[src/rtl/product_code_encoder.sv]
// product_code_encoder
// Streaming 2-D single-parity-check product-code encoder. Accepts a ROWS x COLS
// data block one row per transfer, emits each row extended with its even
// row-parity bit, then closes the block with one column-parity row whose bit 0
// is the check-on-checks corner bit. Valid/ready on both sides, single-register
// output stage, full throughput of one beat per cycle.
module product_code_encoder #(
    parameter int unsigned ROWS  = 4,
    parameter int unsigned COLS  = 4,
    parameter int unsigned CNT_W = 16
) (
    input  logic             clk,
    input  logic             rst_n,
    input  logic             flush,
    input  logic [COLS-1:0]  in_data,
    input  logic             in_valid,
    output logic             in_ready,
    output logic [COLS:0]    out_data,
    output logic             out_valid,
    input  logic             out_ready,
    output logic             out_last,
    output logic [CNT_W-1:0] blk_cnt
);

    localparam int unsigned ROW_W = (ROWS > 2) ? $clog2(ROWS) : 1;
    localparam int unsigned OUT_W = COLS + 1;
    localparam logic [ROW_W-1:0] LAST_ROW = ROW_W'(ROWS - 1);

    typedef enum logic [0:0] {
        ST_DATA   = 1'b0,
        ST_PARITY = 1'b1
    } state_e;

    state_e            state_q;
    logic [ROW_W-1:0]  row_cnt_q;
    logic [ROW_W-1:0]  row_cnt_d;
    logic [COLS-1:0]   col_acc_q;
    logic [COLS-1:0]   col_acc_d;
    logic [OUT_W-1:0]  out_data_q;
    logic              out_valid_q;
    logic              out_last_q;
    logic [CNT_W-1:0]  blk_cnt_q;
    logic [CNT_W-1:0]  blk_cnt_d;
    logic [OUT_W-1:0]  data_row_d;
    logic [OUT_W-1:0]  par_row_d;

    logic              slot_free_c;
    logic              in_fire_c;
    logic              out_fire_c;
    logic              par_load_c;
    logic              last_row_c;

    // Handshake qualifiers; in_ready is held low in reset and in the flush cycle.
    always_comb begin
        slot_free_c = !out_valid_q || out_ready;
        in_ready    = rst_n && !flush && (state_q == ST_DATA) && slot_free_c;
        in_fire_c   = in_valid && in_ready;
        out_fire_c  = out_valid_q && out_ready;
        par_load_c  = (state_q == ST_PARITY) && slot_free_c;
        last_row_c  = (row_cnt_q == LAST_ROW);
    end

    // Next-value datapath: row counter, column accumulator, encoded beats.
    always_comb begin
        row_cnt_d  = row_cnt_q + ROW_W'(1);
        col_acc_d  = col_acc_q ^ in_data;
        data_row_d = {in_data, ^in_data};
        par_row_d  = {col_acc_q, ^col_acc_q};
        blk_cnt_d  = blk_cnt_q + CNT_W'(1);
    end

    // Block sequencer and output register; reset beats flush beats handshakes.
    always_ff @(posedge clk) begin
        if (!rst_n) begin
            state_q     <= ST_DATA;
            row_cnt_q   <= '0;
            col_acc_q   <= '0;
            out_data_q  <= '0;
            out_valid_q <= 1'b0;
            out_last_q  <= 1'b0;
            blk_cnt_q   <= '0;
        end else if (flush) begin
            // Abort the block in flight; the completed-block count survives.
            state_q     <= ST_DATA;
            row_cnt_q   <= '0;
            col_acc_q   <= '0;
            out_valid_q <= 1'b0;
            out_last_q  <= 1'b0;
        end else begin
            case (state_q)
                ST_DATA: begin
                    if (in_fire_c) begin
                        out_data_q  <= data_row_d;
                        out_valid_q <= 1'b1;
                        out_last_q  <= 1'b0;
                        col_acc_q   <= col_acc_d;
                        if (last_row_c) begin
                            state_q <= ST_PARITY;
                        end else begin
                            row_cnt_q <= row_cnt_d;
                        end
                    end else if (out_fire_c) begin
                        out_valid_q <= 1'b0;
                        out_last_q  <= 1'b0;
                    end
                end
                ST_PARITY: begin
                    // A stalled output cannot transfer here, so only the load case matters.
                    if (par_load_c) begin
                        out_data_q  <= par_row_d;
                        out_valid_q <= 1'b1;
                        out_last_q  <= 1'b1;
                        col_acc_q   <= '0;
                        row_cnt_q   <= '0;
                        blk_cnt_q   <= blk_cnt_d;
                        state_q     <= ST_DATA;
                    end
                end
                default: begin
                    state_q <= ST_DATA;
                end
            endcase
        end
    end

    // Registered outputs.
    always_comb begin
        out_data  = out_data_q;
        out_valid = out_valid_q;
        out_last  = out_last_q;
        blk_cnt   = blk_cnt_q;
    end

endmodule

[config.mk]
export PLATFORM = sky130hd
export DESIGN_NAME = product_code_encoder
export DESIGN_NICKNAME = d
export VERILOG_FILES = /design/src/rtl/product_code_encoder.sv
export SDC_FILE = /design/constraint.sdc
export NUM_CORES = 1
export LEC_CHECK = 0
export CORE_MARGIN = 10
export CORE_UTILIZATION = 45
export DETAILED_ROUTE_END_ITERATION = 8
export GPL_ROUTABILITY_DRIVEN = 0
export GPL_TIMING_DRIVEN = 0
export PLACE_DENSITY = 0.83
export SLEW_MARGIN = 20
export SYNTH_ARGS = -nofsm -noshare
export SYNTH_HDL_FRONTEND = slang
export SYNTH_SLANG_ARGS = --single-unit
export TNS_END_PERCENT = 100
[constraint.sdc]
create_clock -name clk -period 2.95 [get_ports clk]
set_input_delay 0.59 -clock clk [delete_from_list [all_inputs] [get_ports clk]]
set_output_delay 0.59 -clock clk [all_outputs]
set_load 0.05 [all_outputs]
==> flow_summary.yaml <==
status:
  status: "finished, final reports clean"
power_and_ir_drop:
  vdd_ir_drop_max_uv: 261.8
  leakagePower_uw: 0.0006171
  pwr-share-seq_pct: 54.5
  power.internal_uw: 565.6
  power.share.clock_pct: 33.9
  switching_share_pct: 26.23
  p_switching_uw: 201.0
  comb_power_share_pct: 11.6
  power_density_nw_per_um2: 398.9
synthesis:
  netlist_area_sq_um: 1495
  synth.ff_latch_count: 30
  synth_top_area_share_pct: 40.17
  yosys_warnings: 0
  synthDistinctLibCells: 37
  synth_edf_count: 0
  synth_fp_nets: 186
  async_flop_share_pct: 0
  synth_top_cell_by_area: "dfxtp_1"
  avgSynthCellArea_sq_um: 8.544
  synthCells: 175
  synth_ff_type: "dfxtp_1"
  ys_seq_area_share_pct: 40.17
  synthTopCellsByArea: "dfxtp_1 (40%), a21oi_1 (6.0%), xnor2_1 (5.3%), nand2_1 (4.0%), nor2_1 (3.5%)"
grt:
  grt_pass1_vias: 1353
  grt_usage_pct: 11.50
  antenna_found_initial: 0
  grt_max_degree: 11
  gr-total-overflow: 0
  grt_pass1_wl_mm: 5.982
sta:
  slew_violations: 0
  hold_violations: 0
  tightest_slew_ns: 0.5069
  rsz0062_at_grt: "false"
  max_freq_mhz: 380.2
  finClkSkew_ns: 0.008560
  period_needed_ns: 2.630
  setup_violations: 0
  fin_ws_ns: 0.3196
  fin_crit_sh_pct: 89.17
  relSlewSlack_pct: 66.10
clocking:
  postCtsSetupBuffers: 0
  clkLatencyLatePin_ns: 0.33
  cts-htree-levels: 2
  cts_resized: 1
  cts_tree: "yes"
  cts_root_buffer: "clkbuf_4"
  cts_hold_buffers: 0
  clk_pin_slew_ns: 0.09
  cts.sinks: 30
  cts_buffers: 5
  clk_path_buf_depth: 2
detailed_routing:
  drt_iter0_markers: 89
  drt-total-wl_mm: 3.365
  wire_per_inst_microns: 13.04
  via_per_inst: 5.395
  drc: 0
  vias: 1392
  drtPass1Iterations: 4
  ant_nets: 0
placed_design:
  dp.final_hpwl_mm: 2.535
  numPortBuffers: 32
  post-place-ws_ns: -0.2298
cells_and_area:
  layout_common_cells: "clkdlybuf4s50_1 (31), dfxtp_1 (30), a21oi_1 (18)"
  final_util_pct: 61.44
  final_common_cell: "clkdlybuf4s50_1"
  diodes: 0
  drive_gt1_share_pct: 8.411
  nets: 224
  syn_to_final_growth_pct: 28.54
setup_path:
  path_class: "primary input to primary output"
  cp.arrival_ns: 2.04
  path_max_fanout: 10
  crit_required_ns: 2.36
  critPathCaptureType: "primary output"
  startpoint_type: "primary input"
floorplan:
  ios: 33
  core.rowCount: 20
  dieArea_sq_um: 6028
  start_util_pct: 47.80
  die_y_microns: 77.64
  coreArea_sq_um: 3128
  die_w_microns: 77.64
hold_path:
  min_path_type: "register to register"
job:
  drv_cap: 0
==> power groups by stage <==
stage | Combinational, uW | Clock (uW) | Sequential, uW
global route | 97.9 | 283 | 419
detailed placement | 90.2 | 0 | 427
finish | 88.7 | 260 | 418
global placement | 88.8 | 0 | 427
floorplan | 43.4 | 0 | 440
CTS | 90.2 | 266 | 418
==> critical path, cell delays in order <==
cell and delay (ns):
clkdlybuf4s50_1 0.61, nand2b_1 0.08, buf_1 0.22, nor3_1 0.22, clkbuf_2 0.31
==> registers in the layout (all words and copies together) (netlist names) <==
signal and cells:
state_q 1, col_acc_q 4, out_valid 1, row_cnt_q 2, blk_cnt 16, out_data 5, out_last 1
==> cells by family after synthesis <==
group	count (synthesis)	share of synthesized area (%)
AO/OA/AOI/OAI	47	19.83
XOR/XNOR	11	6.444
adder cells (fa/ha/maj)	2	1.673
buffers and inverters	13	4.016
flip-flops	30	40.17
multiplexers	4	2.678
AND/OR/NAND/NOR	68	25.19
==> synth_stat cells, types with 3 or more instances <==
cell type  number
dfxtp_1        30
mux2i_1         4
or3_1           8
buf_2           3
nor2_1         14
xnor2_1         9
or4_1           4
nand3_1         3
buf_1           3
a311o_1         4
clkbuf_1        4
o31ai_1         4
nand2b_1        3
a31oi_1         4
a21oi_1        18
a211oi_1        4
nor3_1          5
nand2_1        16
nand4_1         5
o21ai_0         7
==> through the flow <==
stage	hold WS (ns)	std cells	area [sq um]	total power, uW	TNS (ns)
after floorplan	0.4533	175	1495	483.7	0
after global placement	0.4637	251	1871	515.8	-0.2217
after detailed placement	0.4686	251	1871	517.2	-0.2298
after CTS	0.4824	259	1929	773.7	0
after global routing	0.5168	258	1922	799.8	0
final	0.4803	258	1922	766.6	0
==> worst paths after layout <==
kind | startpoint | end | slack [ns] | cells past startpoint
max | rst_n | in_ready | 0.32 | 5
max reg2reg | out_valid | blk_cnt[9] | 1.21 | 5
min | row_cnt_q[1] | row_cnt_q[1] | 0.48 | 2
min reg2reg | row_cnt_q[1] | row_cnt_q[1] | 0.48 | 2
==> cell type report <==
type                    instances  area, sq um
plain buffers                  10        48.80
inverters                       2        7.507
clock buffers                   7        55.05
flip-flops and latches         30        600.6
repair buffers                 32        315.3
fillers                       279         1206
clock inverters                 1        5.005
well taps                      44        55.05
multi-input cells             132        834.6
==> per-layer routing <==
| layer | up-vias | part of all wire (%) | GRT usage, % |
|---|---|---|---|
| met5 | - | 0 | 0 |
| met4 | 0 | 1.2 | 3.285 |
| met3 | 8 | 7.3 | 5.069 |
| met2 | 35 | 46 | 18.99 |
| met1 | 632 | 45 | 13.10 |
| li1 | 717 | - | - |
Power figures use the tool's default switching activity.
